[src/rtl/smc_cfg_pkg.sv]
// ---------------------------------------------------------------------------------------------
// smc_cfg_pkg
//   Shared definitions for the SMC static config reader:
//     - state_e      : reader FSM encoding (IDLE=0, SEL_A=1, SEL_B=2, CHECK=3)
//     - field bounds : MSB/LSB of the mode / rsvd / timing / width fields inside the config word
//     - CntW         : width of the settle and retry counters
// ---------------------------------------------------------------------------------------------
package smc_cfg_pkg;

    typedef enum logic [1:0] {
        StIdle  = 2'd0,
        StSelA  = 2'd1,
        StSelB  = 2'd2,
        StCheck = 2'd3
    } state_e;

    localparam int unsigned CfgW = 32;
    localparam int unsigned CntW = 4;

    localparam int unsigned ModeMsb   = 31;
    localparam int unsigned ModeLsb   = 30;
    localparam int unsigned RsvdMsb   = 29;
    localparam int unsigned RsvdLsb   = 22;
    localparam int unsigned TimingMsb = 21;
    localparam int unsigned TimingLsb = 8;
    localparam int unsigned WidthMsb  = 7;
    localparam int unsigned WidthLsb  = 0;

    localparam int unsigned ModeW   = ModeMsb - ModeLsb + 1;
    localparam int unsigned RsvdW   = RsvdMsb - RsvdLsb + 1;
    localparam int unsigned TimingW = TimingMsb - TimingLsb + 1;
    localparam int unsigned WidthW  = WidthMsb - WidthLsb + 1;

    // Timing field holds seven 2-bit sub-fields, field0 in the lowest bits.
    localparam int unsigned TimingFieldW = 2;
    localparam int unsigned TimingFields = TimingW / TimingFieldW;

endpackage

[src/rtl/smc_cfg_reader_decode.sv]
// ---------------------------------------------------------------------------------------------
// smc_cfg_decode
//   Pure combinational slicing of the confirmed config word into its fields.
//   Ports:
//     cfg_word_i   in  32  confirmed config word
//     mode_o       out  2  cfg_word[31:30]
//     rsvd_o       out  8  cfg_word[29:22]
//     timing_o     out 14  cfg_word[21:8], seven 2-bit timing fields, field0 at [1:0]
//     width_o      out  8  cfg_word[7:0]
// ---------------------------------------------------------------------------------------------
module smc_cfg_decode
    import smc_cfg_pkg::*;
(
    input  logic [CfgW-1:0]    cfg_word_i,
    output logic [ModeW-1:0]   mode_o,
    output logic [RsvdW-1:0]   rsvd_o,
    output logic [TimingW-1:0] timing_o,
    output logic [WidthW-1:0]  width_o
);

    always_comb begin
        mode_o   = cfg_word_i[ModeMsb:ModeLsb];
        rsvd_o   = cfg_word_i[RsvdMsb:RsvdLsb];
        timing_o = cfg_word_i[TimingMsb:TimingLsb];
        width_o  = cfg_word_i[WidthMsb:WidthLsb];
    end

endmodule

[src/rtl/smc_cfg_reader.sv]
// ---------------------------------------------------------------------------------------------
// smc_cfg_reader
//   Read-side master for the SMC static config register. On a load request it raises cfg_sel,
//   lets the read data settle for SEL_CYCLES, takes two samples and accepts the word only when
//   both samples agree. Disagreeing pairs are retried up to MAX_RETRY times before cfg_err.
//   The confirmed word is held in cfg_word and sliced into fields for the SMC state machines.
//
//   Parameters:
//     SEL_CYCLES  settle cycles before each sample (1..15)
//     MAX_RETRY   mismatching sample pairs tolerated before error (1..15)
//
//   Ports:
//     hclk         in   1   system clock, rising edge
//     n_sys_reset  in   1   asynchronous active-low reset
//     start        in   1   load request pulse, ignored while busy
//     cfg_sel      out  1   register select to the config register
//     cfg_rdata    in  32   config register read data
//     busy         out  1   load in progress
//     cfg_valid    out  1   cfg_word holds a confirmed word
//     cfg_err      out  1   MAX_RETRY mismatches seen, sticky until next accepted start
//     cfg_word     out 32   last confirmed config word
//     cfg_mode     out  2   cfg_word[31:30]
//     cfg_rsvd     out  8   cfg_word[29:22]
//     cfg_timing   out 14   cfg_word[21:8]
//     cfg_width    out  8   cfg_word[7:0]
//
//   Build option:
//     SMC_CFG_AUTOLOAD_EN  when defined, one internal start is issued in the first cycle after
//                          reset release so cfg_valid comes up without an external start.
//
//   Timing: a start accepted at edge N is held for one cycle in load_q, the FSM enters SEL_A at
//   N+1 and cfg_valid rises at N+2*SEL_CYCLES+2 when both samples agree.
// ---------------------------------------------------------------------------------------------
module smc_cfg_reader
    import smc_cfg_pkg::*;
#(
    parameter int unsigned SEL_CYCLES = 2,
    parameter int unsigned MAX_RETRY  = 3
) (
    input  logic               hclk,
    input  logic               n_sys_reset,
    input  logic               start,
    output logic               cfg_sel,
    input  logic [CfgW-1:0]    cfg_rdata,
    output logic               busy,
    output logic               cfg_valid,
    output logic               cfg_err,
    output logic [CfgW-1:0]    cfg_word,
    output logic [ModeW-1:0]   cfg_mode,
    output logic [RsvdW-1:0]   cfg_rsvd,
    output logic [TimingW-1:0] cfg_timing,
    output logic [WidthW-1:0]  cfg_width
);

    localparam logic [CntW-1:0] LastSettle = CntW'(SEL_CYCLES - 1);
    localparam logic [CntW-1:0] RetryLimit = CntW'(MAX_RETRY);

    state_e            state_q;
    logic [CntW-1:0]   settle_q;
    logic [CntW-1:0]   retry_q;
    logic [CntW-1:0]   retry_inc;
    logic [CfgW-1:0]   sample_a_q;
    logic [CfgW-1:0]   sample_b_q;
    logic              load_q;
    logic              start_req;
    logic              accept;
    logic              settle_done;

    // -----------------------------------------------------------------------------------------
    // Load request source
    // -----------------------------------------------------------------------------------------
`ifdef SMC_CFG_AUTOLOAD_EN
    // boot_q stays low for exactly the first cycle after reset release, giving one internal
    // start pulse; it is set on the first edge and never cleared again until the next reset.
    logic boot_q;

    always_ff @(posedge hclk or negedge n_sys_reset) begin
        if (!n_sys_reset) begin
            boot_q <= 1'b0;
        end else begin
            boot_q <= 1'b1;
        end
    end

    assign start_req = start | ~boot_q;
`else
    assign start_req = start;
`endif

    // busy covers the whole load from acceptance to CHECK exit, so a start arriving in the
    // CHECK cycle itself is dropped rather than chaining a second load.
    assign accept      = start_req & ~busy & (state_q == StIdle);
    assign settle_done = (settle_q == LastSettle);
    assign retry_inc   = retry_q + CntW'(1);

    // -----------------------------------------------------------------------------------------
    // Reader FSM with registered outputs
    // -----------------------------------------------------------------------------------------
    always_ff @(posedge hclk or negedge n_sys_reset) begin
        if (!n_sys_reset) begin
            state_q    <= StIdle;
            settle_q   <= '0;
            retry_q    <= '0;
            sample_a_q <= '0;
            sample_b_q <= '0;
            load_q     <= 1'b0;
            cfg_sel    <= 1'b0;
            busy       <= 1'b0;
            cfg_valid  <= 1'b0;
            cfg_err    <= 1'b0;
            cfg_word   <= '0;
        end else begin
            unique case (state_q)
                StIdle: begin
                    if (load_q) begin
                        // Launch cycle: request was accepted on the previous edge.
                        load_q   <= 1'b0;
                        settle_q <= '0;
                        cfg_sel  <= 1'b1;
                        state_q  <= StSelA;
                    end else if (accept) begin
                        load_q    <= 1'b1;
                        busy      <= 1'b1;
                        cfg_valid <= 1'b0;
                        cfg_err   <= 1'b0;
                        retry_q   <= '0;
                    end
                end

                StSelA: begin
                    if (settle_done) begin
                        sample_a_q <= cfg_rdata;
                        settle_q   <= '0;
                        state_q    <= StSelB;
                    end else begin
                        settle_q <= settle_q + CntW'(1);
                    end
                end

                StSelB: begin
                    if (settle_done) begin
                        sample_b_q <= cfg_rdata;
                        settle_q   <= '0;
                        cfg_sel    <= 1'b0;
                        state_q    <= StCheck;
                    end else begin
                        settle_q <= settle_q + CntW'(1);
                    end
                end

                StCheck: begin
                    if (sample_a_q == sample_b_q) begin
                        cfg_word  <= sample_a_q;
                        cfg_valid <= 1'b1;
                        busy      <= 1'b0;
                        state_q   <= StIdle;
                    end else begin
                        retry_q <= retry_inc;
                        if (retry_inc == RetryLimit) begin
                            // Give up; the previously confirmed word stays in cfg_word.
                            cfg_err <= 1'b1;
                            busy    <= 1'b0;
                            state_q <= StIdle;
                        end else begin
                            cfg_sel <= 1'b1;
                            state_q <= StSelA;
                        end
                    end
                end

                default: begin
                    state_q <= StIdle;
                    cfg_sel <= 1'b0;
                    busy    <= 1'b0;
                    load_q  <= 1'b0;
                end
            endcase
        end
    end

    // -----------------------------------------------------------------------------------------
    // Field decode
    // -----------------------------------------------------------------------------------------
    smc_cfg_decode u_decode (
        .cfg_word_i (cfg_word),
        .mode_o     (cfg_mode),
        .rsvd_o     (cfg_rsvd),
        .timing_o   (cfg_timing),
        .width_o    (cfg_width)
    );

endmodule

[config.mk]
export PLATFORM = sky130hd
export DESIGN_NAME = smc_cfg_reader
export DESIGN_NICKNAME = d
export VERILOG_FILES = /design/src/rtl/smc_cfg_pkg.sv /design/src/rtl/smc_cfg_reader_decode.sv /design/src/rtl/smc_cfg_reader.sv
export SDC_FILE = /design/constraint.sdc
export NUM_CORES = 1
export LEC_CHECK = 0
export ABC_AREA = 0
export CORE_MARGIN = 4
export CORE_UTILIZATION = 50
export DETAILED_ROUTE_END_ITERATION = 7
export MAX_ROUTING_LAYER = met4
export PLACE_DENSITY = 0.78
export SLEW_MARGIN = 20
export SYNTH_ARGS = -nofsm -noshare
export SYNTH_HDL_FRONTEND = slang
export SYNTH_HIERARCHICAL = 1
export SYNTH_SLANG_ARGS = --single-unit
[constraint.sdc]
create_clock -name hclk -period 2.6 [get_ports hclk]
set_input_delay 0.52 -clock hclk [delete_from_list [all_inputs] [get_ports hclk]]
set_output_delay 0.52 -clock hclk [all_outputs]
set_load 0.01 [all_outputs]
Word level (Yosys, flattened, before mapping)
Index checks and enable logic that the tools add are counted.

Bits in registers: 111. Input bits: 35. Output and inout port bits: 68. Logic and storage cells: 79.

Add/sub/neg operators: 2. Equal/unequal tests: 16. Muxes and demuxes: 32. Bitwise gates (word level): 3. Reductions and logical operators: 15.

Operators with widths (count): $eq A32 B32 Y1 (1); $mux W4 (5); $ne A2 B2 Y1 const B (9); $mux W1 (17); $pmux W4 S2 (2); $reduce_and A4 Y1 (3); $reduce_and A5 Y1 (2); $add A4 B1 Y4 const B (2); $pmux W2 S4 (1); $reduce_and A2 Y1 (4); $mux W2 (3); $pmux W1 S2 (3); $eq A2 B2 Y1 const B (2); $eq A4 B1 Y1 const B (1); $eq A4 B2 Y1 const B (1); $reduce_bool A2 Y1 (2); $ne A3 B3 Y1 const B (1); $pmux W1 S3 (1); $reduce_and A3 Y1 (1); $reduce_bool A3 Y1 (1); $and A1 B1 Y1 (2); $eq A2 B1 Y1 const B (1); $logic_not A2 Y1 (1); $reduce_or A2 Y1 (1); $not A1 Y1 (1).

Logic depth before layout (Yosys ltp)
Gate-level depths: netlist of run 1.

Depth after elaboration: 6. Mapped depth: 8. Gate-level depth less buffers: 7.

Hierarchy
The synthesis of run 1 kept the hierarchy.

By module, submodules not included: smc_cfg_reader (instances 1, cells an instance 360, area an instance 5049.8 µm²); smc_cfg_decode (instances 1, cells an instance 32, area an instance 240.2 µm²).

Worst setup path after synthesis of run 1
No wires, ideal clock.

Path kind: reg-to-reg. Start point: reg sample_b_q[13]. End point: reg cfg_word[0]. Data arrival time: 1.755 ns. Required time: 2.475 ns. Setup slack: 0.720 ns. Stages on the path, launching flop included: 8. Buffers on the path: 2. Clock period less this slack: 1.880 ns. Cell sequence: dfrtp_1 > xor2_1 > nor4_1 > and4_1 > buf_4 > nand3_4 > buf_6 > mux2_4.

Cells in the longest elaborated chain, start to end: 2.

Ends and longest elaborated chain: start, declared (RTL line smc_cfg_reader.sv:63) `logic [CfgW-1:0] sample_b_q;`; start signal, assigned (RTL line smc_cfg_reader.sv:142) `sample_b_q <= cfg_rdata;`; $eq A32 B32 Y1 (RTL line smc_cfg_reader.sv:152) `if (sample_a_q == sample_b_q) begin`; $reduce_and A2 Y1 (no line); end signal, assigned (RTL line smc_cfg_reader.sv:153) `cfg_word <= sample_a_q;`; end, declared (RTL line smc_cfg_reader.sv:48) `output logic [CfgW-1:0] cfg_word,`.

No other way between the ends. A chain may end at the register's enable or synchronous reset.

Worst setup path in the final report of run 1
Start point: reg sample_a_q[27]. End point: reg cfg_word[3].

Cells in the longest elaborated chain, start to end: 2.

Ends and longest elaborated chain: start, declared (RTL line smc_cfg_reader.sv:62) `logic [CfgW-1:0] sample_a_q;`; start signal, assigned (RTL line smc_cfg_reader.sv:132) `sample_a_q <= cfg_rdata;`; $eq A32 B32 Y1 (RTL line smc_cfg_reader.sv:152); $reduce_and A2 Y1 (no line).

No other way between the ends.

==> results by group, run 1 <==
Logic synthesis
  – Area contributors post-synth: dfrtp_1 (53%), mux2_2 (14%), mux2_4 (8.5%), xor2_1 (5.5%), buf_4 (4.8%)
  – Multiplexer share of the synthesized area: 0.228
  – Cell area after synthesis: 5290 sq um
  – Synth Net Count: 434
  – Leading area contributor after synthesis: dfrtp_1
  – Post-synthesis xor/xnor area fraction: 0.0579
  – Post-synthesis simple-gate area fraction: 0.0617
  – Syn Area/Cell: 13.5 sq um
  – Post-Synth Adder-Cell Area: 0.0166
  – Async SR Flop Fraction: 1.00
  – Compound-cell area share of the yosys netlist: 0.0452
  – Main combinational cell family by area after synthesis: multiplexers
  – Synth warn: 6
  – Number of synthesized flops with an enable pin: 0
  – Post-synth top area share: 0.525
  – Yosys cell types: 42
  – Cells after Synth: 392
  – Ys flop type: dfrtp_1
  – Synth Register Bits: 111
  – Sequential cell area fraction in the yosys report: 0.525

Routing
  – Max layer used: met4
  – Wl on met1: 4750 um
  – Avg WL per Cell: 17.1 um
  – # DRC: 0
  – Router iterations before antenna repair: 4
  – DR iter-0 viols: 74
  – Post-route ant nets: 0
  – Routed WL: 10400 um
  – Met3 routed WL: 397 um
  – Post-DR vias/cell: 5.34
  – DR vias: 3257
  – Metal2 WL: 5080 um

Clocking
  – Cts bufs inserted: 9
  – CTS tree: built
  – CTS max path bufs: 2
  – Hold buffers post-CTS: 0
  – Clk_lat worst skew: 380 ps
  – Clock root buffer: clkbuf_8
  – CTS resizes: 0
  – Clock sinks: 111
  – Clock transition at path regs: 100 ps
  – H-tree depth: 3
  – Post-CTS Setup Bufs: 0

Cells and area
  – NumNets Final: 511
  – Layout Cells excl Fill: 610
  – Share of cells above drive strength 1: 0.268
  – Ant diodes: 0
  – Fillers: 794
  – Most frequent cells in the layout: dfrtp_1 (111), clkdlybuf4s50_1 (101), mux2_2 (66)
  – Commonest non-fill, non-tap cell in the layout: dfrtp_1
  – Area Growth Syn to Fin: 21.9%

Timing
  – Fin crit share: 0.882
  – Final setup viols: 0
  – Setup Total Neg Slack: 0 ps
  – Actual slew at the worst max-slew pin: 529 ps
  – Final hold violation count: 0
  – Final min period: 2290 ps
  – Max Transition Viols Final: 0
  – RSZ-0062 raised after global routing: false
  – Clock Skew: 17.9 ps
  – Fmax: 0.436 GHz
  – Max-slew headroom: 0.647

Critical path
  – Element type at the critical path end: flip-flop
  – Crit-path leading delay family: simple AND/OR/NAND/NOR gates
  – CP Cell Sequence: xor2_1, nor4_1, and4_1, nand3_4, buf_12, mux2_4
  – Reg-to-reg endpoint: cfg_word[3]$_DFFE_PN0P_
  – Slowest Stage Delay on Critical Path: 490 ps
  – CP arrival: 2550 ps
  – WP depth: 6
  – Critical R2R Launch: sample_a_q[27]$_DFFE_PN0P_
  – CP max-delay cell: nor4_1
  – Crit path kind: flip-flop to flip-flop
  – CP max FO: 25
  – Reg-to-reg setup timing slack: 310 ps
  – R2R depth: 6
  – CP Buf/Inv Count: 1
  – Worst endpoint required time: 2860 ps
  – CP Launch Type: flip-flop

GRT
  – Largest net degree at the start of global routing: 47
  – Initial antenna violation count: 0
  – First-pass GRT wire length: 17300 um
  – GRT Overall Usage: 0.180
  – Vias in the first global route: 3397
  – Gr ovfl total: 0

Power and ir drop
  – Power Dens Cells: 478 nW/um^2
  – Peak VDD IR: 0.292 mV
  – Lkg Pwr: 2.87 nW

Place
  – Gpl congestion: 0.822
  – Placed Cells: 594
  – Port Buf Inserts: 102
  – DP HPWL: 7470 um

Die
  – Core Area: 10300 sq um
  – Die Height: 111 um
  – Die X-Extent: 111 um
  – Initial Util: 0.512
  – Number of top-level pins: 103
  – Row cnt: 37
  – Die area: 12300 sq um

Job
  – Max-cap violations: 0

Worst hold path
  – Min-Delay Path Class: input port to async pin

Outcome
  – Status: complete, no violations
## area by class of cell
class	instances	area (sq um)	area share
flip-flops and latches	111	2780	0.431
multi-input cells	228	2160	0.335
repair buffers	113	1130	0.175
well taps	136	170	0.0264
clock buffers	10	138	0.0213
clock inverters	6	52.6	0.00815
inverters	6	22.5	0.00349
## worst max path at each step
| stage | startpoint | endpoint | slack, ps |
|---|---|---|---|
| after floorplan | sample_b_q[13]$_DFFE_PN0P_ | cfg_word[0]$_DFFE_PN0P_ | 720 |
| after global placement | sample_b_q[27]$_DFFE_PN0P_ | cfg_word[4]$_DFFE_PN0P_ | 340 |
| after detailed placement | sample_a_q[27]$_DFFE_PN0P_ | cfg_word[29]$_DFFE_PN0P_ | 310 |
| after CTS | sample_a_q[27]$_DFFE_PN0P_ | cfg_word[3]$_DFFE_PN0P_ | 280 |
| after global routing | sample_b_q[25]$_DFFE_PN0P_ | cfg_word[3]$_DFFE_PN0P_ | 130 |
| final | sample_a_q[27]$_DFFE_PN0P_ | cfg_word[3]$_DFFE_PN0P_ | 310 |
## cells by family (layout without fill, tap and decap cells)
family          count (synthesis)  in the layout
fa+ha+maj                       7              7
mux                            97             97
buf+inv                        53            135
flops                         111            111
simple gates                   53             53
xor+xnor                       35             35
compound gates                 36             36
## where the power goes
group          internal (mW)  switching (mW)
combinational          0.134          0.0947
clock                  0.390           0.609
sequential              1.79          0.0630
## cell usage after synthesis (2+ instances only)
| library cell | n |
|---|---|
| mux2_4 | 30 |
| o21ai_0 | 7 |
| ha_1 | 7 |
| dfrtp_1 | 111 |
| nand4_1 | 6 |
| o21a_1 | 2 |
| nor2b_1 | 3 |
| nor4_1 | 9 |
| xnor2_1 | 2 |
| mux2_2 | 66 |
| clkbuf_1 | 4 |
| o211ai_1 | 4 |
| nand2b_1 | 3 |
| nand2_1 | 10 |
| buf_4 | 34 |
| and4_1 | 4 |
| a21oi_1 | 10 |
| buf_1 | 6 |
| xor2_1 | 33 |
| o211a_1 | 2 |
| a31oi_1 | 3 |
| buf_6 | 3 |
| nor2_1 | 8 |
| nand3_1 | 2 |
| inv_1 | 6 |
## flip-flops by register name, indices dropped and copies added, names as in the netlist
register,count
busy,1
cfg_err,1
cfg_sel,1
cfg_valid,1
cfg_word,32
load_q,1
retry_q,4
sample_a_q,32
sample_b_q,32
settle_q,4
state_q,2
## worst reg2reg max path: cells and delay by family (launching register included)
kind                      cells  cell delay, ps
and+or+nand+nor               3            1040
DFF                           1             410
muxes                         1             330
buffers and inverters         1             260
xor gates and xnor gates      1             150
## layer usage
metal	global-route usage	up-vias
met5	-	-
met4	0.0583	0
met3	0.0333	15
met2	0.287	82
met1	0.235	1651
li1	-	1509
## stage by stage
step / worst slack [ps] / util / total power, mW / instance area, sq um / hold slack (ps)
global placement: 343 / 0.606 / 2.11 / 6260 / 506
finish: 308 / 0.625 / 3.08 / 6450 / 109
detailed placement: 307 / 0.606 / 2.12 / 6260 / 514
global route: 126 / 0.625 / 3.21 / 6450 / 134
floorplan: 720 / - / 1.98 / 5290 / 224
CTS: 275 / 0.625 / 3.12 / 6450 / 116
Power figures use the tool's default switching activity.
==> inputs of run 2 (changes only) <==
--- a/config.mk
+++ b/config.mk
@@ -7,10 +7,10 @@
 export LEC_CHECK = 0
 export ABC_AREA = 0
 export CORE_MARGIN = 4
-export CORE_UTILIZATION = 50
+export CORE_UTILIZATION = 45
 export DETAILED_ROUTE_END_ITERATION = 7
 export MAX_ROUTING_LAYER = met4
-export PLACE_DENSITY = 0.78
+export PLACE_DENSITY = 0.69
 export SLEW_MARGIN = 20
 export SYNTH_ARGS = -nofsm -noshare
 export SYNTH_HDL_FRONTEND = slang
==> run 2 against run 1 <==
Effect of this change:
- sequential share of layout area is 0.68 points lower
- critical path depth stayed put
- final area is 1.6% higher
- register-to-register slack worse by 110 ps
- via count is 1.0% lower
- sequential power hardly changed
- clock power is 36% higher
- hold slack better by 49 ps
- non-clock buffer count stayed put
- sequential cell count stayed put
- critical path type unchanged
- largest cell class unchanged
- largest power group unchanged
==> results by group, run 2 (synthesis gave the netlist of run 1 again) <==
Outcome
  – Status: complete, no violations

Power and ir drop
  – Lkg Pwr: 2.91 nW (+1.3%)
  – Power Dens Cells: 525 nW/um^2 (+9.9%)
  – Peak VDD IR: 0.295 mV (+1.3%)

Clocking
  – H-tree depth: 3 (unchanged)
  – Clock transition at path regs: 70 ps (-30 ps)
  – CTS tree: built
  – Clk_lat worst skew: 350 ps (-30 ps)
  – Clock sinks: 111 (unchanged)
  – CTS max path bufs: 2 (unchanged)
  – CTS resizes: 0 (unchanged)
  – Cts bufs inserted: 9 (unchanged)
  – Clock root buffer: clkbuf_16
  – Post-CTS Setup Bufs: 0 (unchanged)
  – Hold buffers post-CTS: 0 (unchanged)

Cells and area
  – Share of cells above drive strength 1: 0.270 (+0.00211)
  – Fillers: 975 (+23%)
  – Biggest regs: cfg_word (32), sample_a_q (32), sample_b_q (32)
  – NumNets Final: 511 (unchanged)
  – Most frequent cells in the layout: dfrtp_1 (111), clkdlybuf4s50_1 (101), mux2_2 (66)
  – Area Growth Syn to Fin: 23.9%
  – Commonest non-fill, non-tap cell in the layout: dfrtp_1
  – Ant diodes: 0 (unchanged)

Critical path
  – Crit path kind: flip-flop to flip-flop
  – CP arrival: 2630 ps (+80 ps)
  – Reg-to-reg endpoint: cfg_word[1]$_DFFE_PN0P_
  – Worst endpoint required time: 2830 ps (-30 ps)
  – Element type at the critical path end: flip-flop
  – WP depth: 6 (unchanged)
  – Reg-to-reg setup timing slack: 200 ps (-110 ps)
  – R2R depth: 6 (unchanged)
  – Critical R2R Launch: sample_a_q[16]$_DFFE_PN0P_
  – Critical Path Start: sample_a_q[16]$_DFFE_PN0P_
  – CP max FO: 24 (-4.0%)
  – CP Cell Sequence: xor2_1, nor4_1, and4_1, nand3_4, buf_4, mux2_4
  – CP Launch Type: flip-flop
  – Slowest Stage Delay on Critical Path: 600 ps (+110 ps)
  – Crit path capture: cfg_word[1]$_DFFE_PN0P_
  – CP max-delay cell: nor4_1
  – Crit-path leading delay family: simple AND/OR/NAND/NOR gates
  – CP Buf/Inv Count: 1 (unchanged)

Timing
  – Clock Skew: 9.33 ps (-8.59 ps)
  – Actual slew at the worst max-slew pin: 647 ps (+117 ps)
  – Final min period: 2400 ps (+105 ps)
  – Fin crit share: 0.922 (+0.0405)
  – Final setup viols: 0 (unchanged)
  – Final hold violation count: 0 (unchanged)
  – Fmax: 0.417 GHz (-4.4%)
  – Max-slew headroom: 0.565 (-0.0822)
  – RSZ-0062 raised after global routing: false
  – Worst hold margin: 159 ps (+49.5 ps)
  – Max Transition Viols Final: 0 (unchanged)
  – Setup Total Neg Slack: 0 ps (unchanged)

GRT
  – First-pass GRT wire length: 17500 um (+1.2%)
  – Gr ovfl total: 0 (unchanged)
  – Initial antenna violation count: 0 (unchanged)
  – Vias in the first global route: 3444 (+1.4%)
  – GRT Overall Usage: 0.171 (-0.00887)
  – Largest net degree at the start of global routing: 50 (+6.4%)

Routing
  – DR vias: 3224 (-1.0%)
  – Post-DR vias/cell: 5.23 (-2.1%)
  – Router iterations before antenna repair: 4 (unchanged)
  – Post-route ant nets: 0 (unchanged)
  – DR iter-0 viols: 109 (+47%)
  – Avg WL per Cell: 17.1 um (+0.34%)
  – Routed WL: 10600 um (+1.5%)
  – # DRC: 0 (unchanged)

Die
  – Number of top-level pins: 103 (unchanged)
  – Row cnt: 39 (+5.4%)
  – Initial Util: 0.461 (-0.0511)
  – Die area: 13600 sq um (+10%)
  – Core Area: 11500 sq um (+11%)
  – Die Height: 116 um (+5.0%)
  – Die X-Extent: 116 um (+5.0%)

Job
  – Max-cap violations: 0 (unchanged)

Place
  – DP HPWL: 7510 um (+0.59%)
  – Port Buf Inserts: 102 (unchanged)
  – Gpl congestion: 0.807 (-1.8%)

Worst hold path
  – Min-Delay Path Class: input port to async pin
-- run 2: through the flow --
| step | utilization | power (mW) | cells | instance area (sq um) | worst slack, ps |
|---|---|---|---|---|---|
| final | 0.572 | 3.44 | 617 | 6550 | 202 |
| after detailed placement | 0.546 | 2.12 | 601 | 6260 | 206 |
| after floorplan | - | 1.98 | 392 | 5290 | 720 |
| after global placement | 0.546 | 2.11 | 601 | 6260 | 230 |
| after CTS | 0.572 | 3.48 | 617 | 6550 | 183 |
| after global routing | 0.572 | 3.59 | 617 | 6550 | 97.4 |
-- run 2: final cells by class --
class / instances / area [sq um] / share of cell area
clock buffer: 12 / 256 / 0.0391
clock inverter: 4 / 36.3 / 0.00554
tap: 143 / 179 / 0.0273
multi-input combinational: 228 / 2170 / 0.331
inverter: 6 / 22.5 / 0.00344
sequential: 111 / 2780 / 0.424
timing repair buffer: 113 / 1110 / 0.170
-- run 2: worst min path at each step --
stage / to / slack (ps) / cells after the start
after floorplan: busy$_DFFE_PN0P_ / 220 / 0
final: cfg_word[25]$_DFFE_PN0P_ / 160 / 1
after CTS: cfg_word[25]$_DFFE_PN0P_ / 180 / 1
after global placement: sample_b_q[30]$_DFFE_PN0P_ / 510 / 1
after detailed placement: sample_b_q[4]$_DFFE_PN0P_ / 510 / 1
after global routing: sample_a_q[25]$_DFFE_PN0P_ / 180 / 1
-- run 2: layer usage --
metal	part of all wire	global-route usage	up-vias
li1	-	-	1507
met1	0.45	0.223	1641
met2	0.49	0.272	70
met3	0.046	0.0487	6
met4	0.0068	0.0302	0
met5	0	-	-
-- run 2: worst register-to-register path, cell delays in order, from the launching register on --
cell and delay [ps]:
dfrtp_1 410, xor2_1 150, nor4_1 600, and4_1 360
nand3_4 80, buf_4 310, mux2_4 370
-- run 2: where the power goes --
part / internal [mW] / switching, mW
logic: 0.133 / 0.0951
clock network: 0.718 / 0.642
registers: 1.79 / 0.0612
==> inputs of run 3 (changes only) <==
--- a/config.mk
+++ b/config.mk
@@ -9,7 +9,6 @@
 export CORE_MARGIN = 4
 export CORE_UTILIZATION = 45
 export DETAILED_ROUTE_END_ITERATION = 7
-export MAX_ROUTING_LAYER = met4
 export PLACE_DENSITY = 0.69
 export SLEW_MARGIN = 20
 export SYNTH_ARGS = -nofsm -noshare
==> run 3 against run 2 <==
Effect of this change:
- die area is the same
- clock power barely moved
- largest cell class unchanged
- sequential share of layout area did not move
- non-clock buffer count did not move
- highest routed layer unchanged
- clock skew about the same
- total power about the same
- combinational power is essentially flat
==> results by group, run 3 (synthesis gave the netlist of run 1 again) <==
Place
  – Port Buf Inserts: 102 (unchanged)
  – Gpl congestion: 0.795 (-1.4%)
  – Pre-CTS setup slack: 206 ps (unchanged)
  – DP HPWL: 7510 um (unchanged)

Routing
  – Router iterations before antenna repair: 4 (unchanged)
  – Avg WL per Cell: 17.1 um (-0.17%)
  – Routed WL: 10500 um (-0.17%)
  – # DRC: 0 (unchanged)
  – DR iter-0 viols: 101 (-7.3%)
  – Post-DR vias/cell: 5.22 (about the same)
  – DR vias: 3222 (-0.062%)
  – Post-route ant nets: 0 (unchanged)

Cells and area
  – Biggest regs: cfg_word (32), sample_a_q (32), sample_b_q (32)
  – Share of cells above drive strength 1: 0.270 (unchanged)
  – NumNets Final: 511 (unchanged)
  – Multi-input logic area: 2170 sq um (unchanged)
  – Area Growth Syn to Fin: 23.9% (unchanged)
  – Fin util: 0.572 (unchanged)
  – Commonest non-fill, non-tap cell in the layout: dfrtp_1
  – Ant diodes: 0 (unchanged)
  – Register Area: 2780 sq um (unchanged)
  – Most frequent cells in the layout: dfrtp_1 (111), clkdlybuf4s50_1 (101), mux2_2 (66)
  – Fillers: 975 (unchanged)

GRT
  – Initial antenna violation count: 0 (unchanged)
  – Met3 GRT Util: 0.0549 (+0.00622)
  – GRT Max-Usage Layer: met2
  – GRT Overall Usage: 0.166 (-0.00520)
  – Met1 Use GR: 0.219 (-0.00403)
  – Met2 Use GR: 0.272 (-0.000381)
  – First-pass GRT wire length: 17500 um (unchanged)
  – Vias in the first global route: 3449 (+0.15%)
  – Largest net degree at the start of global routing: 50 (unchanged)
  – Gr ovfl total: 0 (unchanged)

Power and ir drop
  – Lkg Pwr: 2.91 nW (unchanged)
  – Power Dens Cells: 525 nW/um^2 (about the same)
  – Peak VDD IR: 0.295 mV (about the same)

Clocking
  – CTS tree: built
  – H-tree depth: 3 (unchanged)
  – Post-CTS Setup Bufs: 0 (unchanged)
  – CTS max path bufs: 2 (unchanged)
  – Clock root buffer: clkbuf_16
  – CTS resizes: 0 (unchanged)
  – Clock sinks: 111 (unchanged)
  – Cts bufs inserted: 9 (unchanged)
  – Clock transition at path regs: 70 ps (about the same)
  – Clk_lat worst skew: 350 ps (about the same)
  – Hold buffers post-CTS: 0 (unchanged)

Critical path
  – Worst endpoint required time: 2840 ps (about the same)
  – CP arrival: 2610 ps (-20 ps)
  – Reg-to-reg endpoint: cfg_word[1]$_DFFE_PN0P_
  – Critical R2R Launch: sample_a_q[16]$_DFFE_PN0P_
  – Element type at the critical path end: flip-flop
  – Reg-to-reg setup timing slack: 220 ps (+20 ps)
  – CP max FO: 24 (unchanged)
  – R2R depth: 6 (unchanged)
  – CP Launch Type: flip-flop
  – Crit path kind: flip-flop to flip-flop

Job
  – Max-cap violations: 0 (unchanged)

Timing
  – Final hold violation count: 0 (unchanged)
  – Actual slew at the worst max-slew pin: 620 ps (-26.8 ps)
  – Max Transition Viols Final: 0 (unchanged)
  – Max-slew headroom: 0.583 (+0.0180)
  – Clock Skew: 9.62 ps (+0.294 ps)
  – Fin crit share: 0.914 (-0.00810)
  – Setup Total Neg Slack: 0 ps (unchanged)
  – Final setup viols: 0 (unchanged)
  – Fmax: 0.421 GHz (+0.89%)
  – RSZ-0062 raised after global routing: false
  – Worst hold margin: 158 ps (-0.581 ps)
  – Final min period: 2380 ps (-21.1 ps)
  – Worst Setup Slack, final: 223 ps (+21.1 ps)

Die
  – Core Area: 11500 sq um (unchanged)
  – Initial Util: 0.461 (unchanged)
  – Die Height: 116 um (unchanged)
  – Die X-Extent: 116 um (unchanged)
  – Row cnt: 39 (unchanged)
  – Number of top-level pins: 103 (unchanged)
  – Die area: 13600 sq um (unchanged)

Outcome
  – Status: complete, no violations

Worst hold path
  – Min-Delay Path Class: input port to async pin
run 3: cell counts in the layout (fill, tap and decap cells not counted):
No cell type changed its count.
run 3: per-layer routing:
| metal | wire length (um) | share of wire |
|---|---|---|
| met4 | 58 | 0.0055 |
| met2 | 5210 | 0.49 |
| met5 | 0 | 0 |
| met3 | 557 | 0.053 |
| met1 | 4710 | 0.45 |
run 3: layout make-up:
class	count	area share
clock inverters	4	0.00554
clock buffers	12	0.0391
well taps	143	0.0273
flip-flops and latches	111	0.424
multi-input cells	228	0.331
inverters	6	0.00344
repair buffers	113	0.170
run 3: worst max path at each step:
stage | startpoint | end | slack, ps | cells after the start
floorplan | sample_b_q[13]$_DFFE_PN0P_ | cfg_word[0]$_DFFE_PN0P_ | 720 | 7
global placement | sample_a_q[16]$_DFFE_PN0P_ | cfg_word[2]$_DFFE_PN0P_ | 230 | 6
detailed placement | sample_b_q[16]$_DFFE_PN0P_ | cfg_word[1]$_DFFE_PN0P_ | 210 | 6
CTS | sample_b_q[16]$_DFFE_PN0P_ | cfg_word[1]$_DFFE_PN0P_ | 180 | 6
global route | sample_a_q[2]$_DFFE_PN0P_ | cfg_word[1]$_DFFE_PN0P_ | 100 | 6
finish | sample_a_q[16]$_DFFE_PN0P_ | cfg_word[1]$_DFFE_PN0P_ | 220 | 6
run 3: metrics by stage:
step                      total power, mW  cells  instance area [sq um]
final                                3.44    617                   6550
after global routing                 3.58    617                   6550
after CTS                            3.48    617                   6550
after detailed placement             2.12    601                   6260
after global placement               2.11    601                   6260
after floorplan                      1.98    392                   5290
run 3: where the power goes:
group	leakage, nW	internal [mW]	switching [mW]	total, mW
clock network	0.142	0.717	0.641	1.36
logic	1.38	0.133	0.0953	0.228
registers	1.39	1.79	0.0612	1.85
total	2.91	2.64	0.798	3.44
run 3: worst max-delay path, cell delays in order, from the launching register on:
cell     delay, ps
dfrtp_1        410
xor2_1         160
nor4_1         580
and4_1         350
nand3_4         80
buf_4          310
mux2_4         350
